[config.mk]
export PLATFORM = sky130hd
export DESIGN_NAME = axil_regbank
export DESIGN_NICKNAME = d
export VERILOG_FILES = /design/src/rtl/axil_pkg.sv /design/src/rtl/axil_strb_merge.sv /design/src/rtl/axil_regbank.sv
export SDC_FILE = /design/constraint.sdc
export NUM_CORES = 2
export LEC_CHECK = 0
export CAP_MARGIN = 5
export CORE_AREA = 3 3 447 449
export DETAILED_ROUTE_END_ITERATION = 8
export DIE_AREA = 0 0 450 452
export SYNTH_ARGS = -nofsm -noshare
export SYNTH_HDL_FRONTEND = slang
export SYNTH_HIERARCHICAL = 1
export SYNTH_SLANG_ARGS = --single-unit
[constraint.sdc]
create_clock -name clk -period 11.6 [get_ports clk]
set_clock_uncertainty 0.1 [all_clocks]
set_input_delay 2.32 -clock clk [delete_from_list [all_inputs] [get_ports clk]]
set_output_delay 2.32 -clock clk [all_outputs]
set_load 0.03 [all_outputs]
[src/rtl/axil_pkg.sv]
// Shared types, response codes and byte-lane merge helper for the AXI4-Lite register banks.
package axil_pkg;

  localparam logic [1:0] RESP_OKAY   = 2'b00;
  localparam logic [1:0] RESP_SLVERR = 2'b10;

  localparam int MAX_DATA_W = 64;
  localparam int MAX_STRB_W = MAX_DATA_W / 8;

  typedef enum logic [1:0] {
    W_IDLE,
    W_COMMIT,
    W_RESP
  } wr_state_e;

  typedef enum logic {
    R_IDLE,
    R_DATA
  } rd_state_e;

  // Operates at the widest supported word; narrower callers zero-extend and truncate.
  function automatic logic [MAX_DATA_W-1:0] strb_merge(
    input logic [MAX_DATA_W-1:0] old_word,
    input logic [MAX_DATA_W-1:0] new_word,
    input logic [MAX_STRB_W-1:0] strb
  );
    logic [MAX_DATA_W-1:0] res;
    res = old_word;
    for (int b = 0; b < MAX_STRB_W; b++) begin
      if (strb[b]) res[b*8 +: 8] = new_word[b*8 +: 8];
    end
    return res;
  endfunction

endpackage

[src/rtl/axil_strb_merge.sv]
// Combinational byte-lane merge: strobed lanes take the new word, the rest keep the old one.
module axil_strb_merge
  import axil_pkg::*;
#(
  parameter int DATA_W = 32
) (
  input  logic [DATA_W-1:0]   old_word,
  input  logic [DATA_W-1:0]   new_word,
  input  logic [DATA_W/8-1:0] strb,
  output logic [DATA_W-1:0]   merged
);

  assign merged = DATA_W'(strb_merge(MAX_DATA_W'(old_word),
                                     MAX_DATA_W'(new_word),
                                     MAX_STRB_W'(strb)));

endmodule

[src/rtl/axil_regbank.sv]
// Parametrised AXI4-Lite slave register bank with flat register image and per-register write pulses.
// Define AXIL_HW_WRITE_EN to add the compute-unit writeback port (hw_we/hw_idx/hw_wdata/hw_drop).
//
// state    | meaning
// W_IDLE   | accepting AW and W independently into holding registers
// W_COMMIT | both held; merge into register, pulse wr_pulse
// W_RESP   | bvalid/bresp held until bready
// R_IDLE   | accepting a read address
// R_DATA   | rvalid/rdata/rresp held until rready
module axil_regbank
  import axil_pkg::*;
#(
  parameter int                DATA_W    = 32,
  parameter int                N_REGS    = 32,
  parameter int                ADDR_W    = 7,
  parameter logic [DATA_W-1:0] RESET_VAL = '0
) (
  input  logic                     clk,
  input  logic                     rst,
  input  logic [ADDR_W-1:0]        s_axi_awaddr,
  input  logic                     s_axi_awvalid,
  output logic                     s_axi_awready,
  input  logic [DATA_W-1:0]        s_axi_wdata,
  input  logic [DATA_W/8-1:0]      s_axi_wstrb,
  input  logic                     s_axi_wvalid,
  output logic                     s_axi_wready,
  output logic [1:0]               s_axi_bresp,
  output logic                     s_axi_bvalid,
  input  logic                     s_axi_bready,
  input  logic [ADDR_W-1:0]        s_axi_araddr,
  input  logic                     s_axi_arvalid,
  output logic                     s_axi_arready,
  output logic [DATA_W-1:0]        s_axi_rdata,
  output logic [1:0]               s_axi_rresp,
  output logic                     s_axi_rvalid,
  input  logic                     s_axi_rready,
`ifdef AXIL_HW_WRITE_EN
  input  logic                     hw_we,
  input  logic [7:0]               hw_idx,
  input  logic [DATA_W-1:0]        hw_wdata,
  output logic                     hw_drop,
`endif
  output logic [N_REGS*DATA_W-1:0] reg_q,
  output logic [N_REGS-1:0]        wr_pulse
);

  localparam int STRB_W = DATA_W / 8;
  localparam int LSB    = $clog2(STRB_W);
  localparam int IDX_W  = ADDR_W - LSB;
  localparam int REG_IW = (N_REGS > 1) ? $clog2(N_REGS) : 1;

  logic [DATA_W-1:0] regs [N_REGS];

  wr_state_e w_state_q, w_state_d;
  rd_state_e r_state_q, r_state_d;

  // Holds readies low through reset and releases them on the first edge with rst low.
  logic ready_en;

  logic              aw_held, w_held;
  logic [IDX_W-1:0]  aw_idx_q;
  logic [DATA_W-1:0] w_data_q;
  logic [STRB_W-1:0] w_strb_q;

  logic              commit, w_in_range;
  logic [REG_IW-1:0] w_ridx;
  logic [DATA_W-1:0] w_old, w_merged;

  logic [IDX_W-1:0]  r_idx;
  logic [REG_IW-1:0] r_ridx;
  logic              r_in_range, rd_hs;

  logic unused_addr_lsbs;
  assign unused_addr_lsbs = ^{s_axi_awaddr[LSB-1:0], s_axi_araddr[LSB-1:0]};

  assign commit     = (w_state_q == W_COMMIT);
  assign w_in_range = 32'(aw_idx_q) < N_REGS;
  assign w_ridx     = aw_idx_q[REG_IW-1:0];
  assign w_old      = regs[w_ridx];

  assign r_idx      = s_axi_araddr[ADDR_W-1:LSB];
  assign r_in_range = 32'(r_idx) < N_REGS;
  assign r_ridx     = r_idx[REG_IW-1:0];
  assign rd_hs      = s_axi_arvalid && s_axi_arready;

  axil_strb_merge #(.DATA_W(DATA_W)) u_strb_merge (
    .old_word (w_old),
    .new_word (w_data_q),
    .strb     (w_strb_q),
    .merged   (w_merged)
  );

  always_ff @(posedge clk) begin
    if (rst) begin
      ready_en  <= 1'b0;
      w_state_q <= W_IDLE;
      r_state_q <= R_IDLE;
    end else begin
      ready_en  <= 1'b1;
      w_state_q <= w_state_d;
      r_state_q <= r_state_d;
    end
  end

  always_comb begin
    w_state_d     = w_state_q;
    s_axi_awready = 1'b0;
    s_axi_wready  = 1'b0;
    wr_pulse      = '0;
    case (w_state_q)
      W_IDLE: begin
        s_axi_awready = ready_en && !aw_held;
        s_axi_wready  = ready_en && !w_held;
        if (aw_held && w_held) w_state_d = W_COMMIT;
      end
      W_COMMIT: begin
        if (w_in_range) wr_pulse[w_ridx] = 1'b1;
        w_state_d = W_RESP;
      end
      W_RESP: begin
        if (s_axi_bvalid && s_axi_bready) w_state_d = W_IDLE;
      end
      default: w_state_d = W_IDLE;
    endcase
  end

  always_comb begin
    r_state_d     = r_state_q;
    s_axi_arready = 1'b0;
    case (r_state_q)
      R_IDLE: begin
        s_axi_arready = ready_en;
        if (s_axi_arvalid && ready_en) r_state_d = R_DATA;
      end
      R_DATA: begin
        if (s_axi_rready) r_state_d = R_IDLE;
      end
      default: r_state_d = R_IDLE;
    endcase
  end

  always_ff @(posedge clk) begin
    if (rst) begin
      aw_held      <= 1'b0;
      w_held       <= 1'b0;
      aw_idx_q     <= '0;
      w_data_q     <= '0;
      w_strb_q     <= '0;
      s_axi_bvalid <= 1'b0;
      s_axi_bresp  <= RESP_OKAY;
    end else begin
      if (s_axi_awvalid && s_axi_awready) begin
        aw_held  <= 1'b1;
        aw_idx_q <= s_axi_awaddr[ADDR_W-1:LSB];
      end
      if (s_axi_wvalid && s_axi_wready) begin
        w_held   <= 1'b1;
        w_data_q <= s_axi_wdata;
        w_strb_q <= s_axi_wstrb;
      end
      if (commit) begin
        s_axi_bvalid <= 1'b1;
        s_axi_bresp  <= w_in_range ? RESP_OKAY : RESP_SLVERR;
      end
      if (w_state_q == W_RESP && s_axi_bvalid && s_axi_bready) begin
        s_axi_bvalid <= 1'b0;
        aw_held      <= 1'b0;
        w_held       <= 1'b0;
      end
    end
  end

  // Reads sample regs before this edge's commit lands, so a colliding read returns the old value.
  always_ff @(posedge clk) begin
    if (rst) begin
      s_axi_rvalid <= 1'b0;
      s_axi_rdata  <= '0;
      s_axi_rresp  <= RESP_OKAY;
    end else if (r_state_q == R_IDLE && rd_hs) begin
      s_axi_rvalid <= 1'b1;
      s_axi_rdata  <= r_in_range ? regs[r_ridx] : '0;
      s_axi_rresp  <= r_in_range ? RESP_OKAY : RESP_SLVERR;
    end else if (r_state_q == R_DATA && s_axi_rready) begin
      s_axi_rvalid <= 1'b0;
    end
  end

`ifdef AXIL_HW_WRITE_EN
  logic              hw_in_range, hw_collide, hw_apply;
  logic [REG_IW-1:0] hw_ridx;

  assign hw_in_range = 32'(hw_idx) < N_REGS;
  assign hw_ridx     = hw_idx[REG_IW-1:0];
  assign hw_collide  = commit && w_in_range && (w_ridx == hw_ridx);
  assign hw_apply    = hw_we && hw_in_range && !hw_collide;

  always_ff @(posedge clk) begin
    if (rst) hw_drop <= 1'b0;
    else     hw_drop <= hw_we && !(hw_in_range && !hw_collide);
  end
`endif

  always_ff @(posedge clk) begin
    if (rst) begin
      for (int i = 0; i < N_REGS; i++) regs[i] <= RESET_VAL;
    end else begin
`ifdef AXIL_HW_WRITE_EN
      if (hw_apply) regs[hw_ridx] <= hw_wdata;
`endif
      if (commit && w_in_range) regs[w_ridx] <= w_merged;
    end
  end

  for (genvar gi = 0; gi < N_REGS; gi++) begin : g_img
    assign reg_q[gi*DATA_W +: DATA_W] = regs[gi];
  end

endmodule

== Word level (Yosys, flattened, before mapping) ==
Memories as Yosys holds them, arrays and structs flattened. A register that Yosys moved wholly into a read port is not among the register bits.
Index checks and enable logic that the tools add are counted.
Storage, ports and cells
  flip-flop bits (word level): 49
  RAM bits: 1024
  bits of input ports: 57
  output and inout port bits: 1097
  word-level logic and storage cells: 73
  memories: 1
Operators by class
  magnitude comparators: 2
  equality and inequality tests: 8
  muxes and demuxes: 27
  bitwise operators: 1
  reductions and logical operators: 24
Memory list
  regs: depth 32, bits a word 32, rd ports 33, clocked after memory_dff 1, wr ports 32, line axil_regbank.sv:52  | logic [DATA_W-1:0] regs [N_REGS];
Operators by type and width (number)
  $mux 32: 2
  $mux 8: 4
  $reduce_or 32->1: 1
  $mux 1: 14
  $logic_and 1x1->1: 13
  $reduce_and 2->1: 5
  $lt 5x6->1 const B: 1
  $pmux 2 s3: 1
  $demux 1 s5: 1
  $ge 5x1->1 const B: 1
  $mux 5: 1
  $mux 2: 2
  $mux 4: 1
  $ne 1x1->1 const B: 4
  $ne 2x2->1 const B: 2
  $eq 2x1->1 const B: 1
  $eq 2x2->1 const B: 1
  $logic_not 1->1: 2
  $logic_not 2->1: 1
  $pmux 1 s2: 1
  $reduce_bool 2->1: 1
  $reduce_or 2->1: 1
  $not 1->1: 1

== Logic depth before layout (Yosys ltp) ==
  depth after elaboration: 7
  depth in mapped cells: 9
  depth with buffers taken out: 5

== Hierarchy ==
Netlist, hierarchy kept.
Modules (own cells, without submodules)
  axil_regbank: times used 1, cells each 4193, area an instance 57833.0 um2, seq. area each 32471.1 um2
  axil_strb_merge: times used 1, cells each 36, area an instance 525.5 um2, seq. area each 0.0 um2

== Worst setup path before layout ==
Ideal clock, no wire load.
  kind: input port to flip-flop
  start point: input port rst
  end point: memory regs[13][0], enable pin
  library setup time: 0.658 ns
  arrival time: 3.921 ns
  required time: 10.842 ns
  slack: 6.921 ns
  stages: 4
  buffers on the path: 2
  cell sequence: inv_1 > clkbuf_1 > clkbuf_1 > o21ai_0
RTL lines
  start: declaration: line axil_regbank.sv:19  | input logic rst,
  end: declaration: line axil_regbank.sv:52

==> flow_summary.toml <==
[run]
max_cap_violations = 0

[cts]
cts_max_path_buffers = 3
cts_hold_buf = 0
clock_latency_ps = 840
cts_inserted_buffers = 132
cts_resized = 0
path_clk_slew_ps = 60
clock_sinks = 1110
cts_root_buf = "clkbuf_16"
postCtsSetupRepairBufs = 0
htreeDepth = 4
cts_tree = "done"

[global_route]
antenna_found_initial = 51
grt_usage_pct = 31.5
grt_pass1_wl_mm = 430
grt_util_met3_pct = 10.0
overflow = 0
grtUsageMet2_pct = 48.9
grt_pass1_vias = 44300
grt_max_degree = 107
grtUsageMet1_pct = 38.1
busiest_layer = "met2"

[layout]
drive_above_1_share_pct = 14.6
fin_nets = 5233
fillers = 18500
syn2layout_area_growth_pct = 32.5

[yosys]
synth_edf_count = 1024
synthArstFlopShare_pct = 0
synth.top_cell.area_share_pct = 52.7
synth_area_um2 = 58400
ys_seq_area_share_pct = 55.6
synth_common_cells = "and2_1, edfxtp_1, mux2i_1, clkbuf_1, mux4_2"
ys.flop_type = "edfxtp_1"
yosysMostFrequentCell = "and2_1"
synthDistinctLibCells = 31
ys_ff_latch = 1110
ys_warn_count = 6
synth_top_area_cell = "edfxtp_1"
avgSynthCellArea_um2 = 13.8
synth_area_leaders = "edfxtp_1, mux4_2, and2_1"
netlist_instances = 4229

[setup_path]
crit_fanout = 75
regToRegSetupSlack_ps = 6770
path_depth = 8
worstPathArrival_ps = 6370
endpoint_kind = "flop"
crit_chain = "buf_8 -> buf_4 -> buf_4 -> mux2i_1 -> a22oi_1 -> a21oi_1 -> or4_1 -> a21oi_1"
critical_path.slowest_cell = "buf_4"
r2r_cells = 7
cpPeakStageDelay_ps = 870
r2r_end = "regs[22][10]"
start_kind = "input port"
cp_top_family = "buffers and inverters"
cp.required_ps = 12240
crit_type = "in -> reg"
critPathBufInv = 3

[timing]
tightest_slew_ps = 1310
max_freq_ghz = 0.174
finalHoldViolations = 0
slew_headroom_pct = 12.0
finalMaxSlewViolations = 0
period_minus_slack_ps = 5730
fin_ws_ps = 5870
setup_tns_ps = 0
finalCritPeriodShare_pct = 49.4
grt_setup_unrepaired = "no"
finalSetupViolCount = 0

[route]
vias_per_cell = 5.87
drtIter0Drc = 7121
routed_wl_mm = 332
drt-wirelength-per-cell_um = 41.7
drcViolationCount = 0
via_count = 46700
drtAntennaViolNets = 0
drt_pass1_iterations = 6

[placement]
numPortBuffers = 1145
dpl_worst_slack_ps = 4930
place.gp.congestion = 0.914
hpwl_mm = 226

[status]
status = "finished, final reports clean"

[die]
die_h_um = 452
ios = 1154
core_area_um2 = 197000
rows = 163
start_util_pct = 29.7
die_area_um2 = 203000
die_x_um = 450

[power]
power.leakage_uw = 0.0277
fin_total_pwr_uw = 10800
powerDensity_nw_per_um2 = 140
peakVddDrop_v = 0.000115

[worst_hold_path]
hold_path_depth = 2
min-delay-start = "w_held"
hp-class = "reg -> reg"
whs_endpoint = "w_state_q[0]"
==> worst reg2reg max path, cell delays in order, from the launching register on <==
cell and delay [ps]:
dfxtp_4 860, buf_4 740, buf_12 640, mux4_2 560
mux4_2 630, mux2_2 330, mux2_4 450, and2_1 260
==> metrics by stage <==
step / util, % / hold slack (ps) / instances / instance area, um^2
3_3_place_gp: 37.0 / 346 / 7682 / 72800
4_1_cts: 39.3 / 327 / 7925 / 77300
3_5_place_dp: 37.0 / 347 / 7682 / 72800
2_1_floorplan: - / 329 / 4232 / 58400
5_1_grt: 39.3 / 363 / 7936 / 77300
6_report: 39.3 / 332 / 7962 / 77300
==> worst max path at each step <==
stage	start	endpoint
after CTS	s_axi_araddr[4]	s_axi_rdata[0]
after detailed placement	s_axi_araddr[4]	s_axi_rdata[0]
after global routing	s_axi_araddr[2]	s_axi_rdata[16]
after global placement	s_axi_araddr[4]	s_axi_rdata[0]
after floorplan	rst	regs[13][0]
final	s_axi_araddr[2]	s_axi_rdata[16]
==> metal layers <==
metal | wire, um | up-vias | part of all wire (%)
met5 | 106 | - | 0.032
met3 | 39900 | 869 | 12
met2 | 150000 | 4109 | 45
met4 | 24700 | 16 | 7.4
li1 | - | 17800 | -
met1 | 118000 | 23900 | 35
==> logic make-up after synthesis <==
| logic type | after synthesis | share of synthesized area (%) |
|---|---|---|
| AOI/OAI and AO/OA | 528 | 5.64 |
| DFF | 1110 | 55.6 |
| buffers and inverters | 445 | 3.38 |
| other | 1 | 0.00643 |
| muxes | 896 | 22.6 |
| and+or+nand+nor | 1249 | 12.8 |
==> state kept, by name (all words and copies together) (netlist names), 2 cells and up, named ones only <==
name	flops
regs	1024
w_data_q	32
aw_idx_q	5
s_axi_rdata	32
w_state_q	2
w_strb_q	4
==> layout make-up <==
class	instances	area (um^2)	area share [%]
clock inverters	71	892	1.15
repair buffers	1253	12400	16.0
flip-flops and latches	1110	32500	42.0
clock buffers	172	3580	4.62
multi-input cells	2677	24600	31.8
inverters	2	12.5	0.0162
well taps	2640	3300	4.27
diodes	37	92.6	0.120
==> cell usage in the layout, fill, tap and decap left out, drive strengths merged, types with 4 or more instances in the layout <==
cell	count
nor2b	8
clkinv	43
nor2	73
bufinv	15
clkdlybuf4s50	1143
or4	32
nand2	87
mux2i	512
diode	37
nand3	10
conb	4
edfxtp	1024
mux4	320
and2	1027
clkinvlp	4
dfxtp	86
inv	11
clkbuf	172
a21oi	205
o21ai	64
a22oi	256
buf	110
mux2	64
==> power breakdown <==
part	leakage, uW	switching [uW]	internal, uW
combinational	0.0142	1140	575
sequential	0.0113	182	4510
clock	0.00217	1880	2540
total	0.0277	3210	7620
Note: power is estimated with default switching activity, not from simulation.
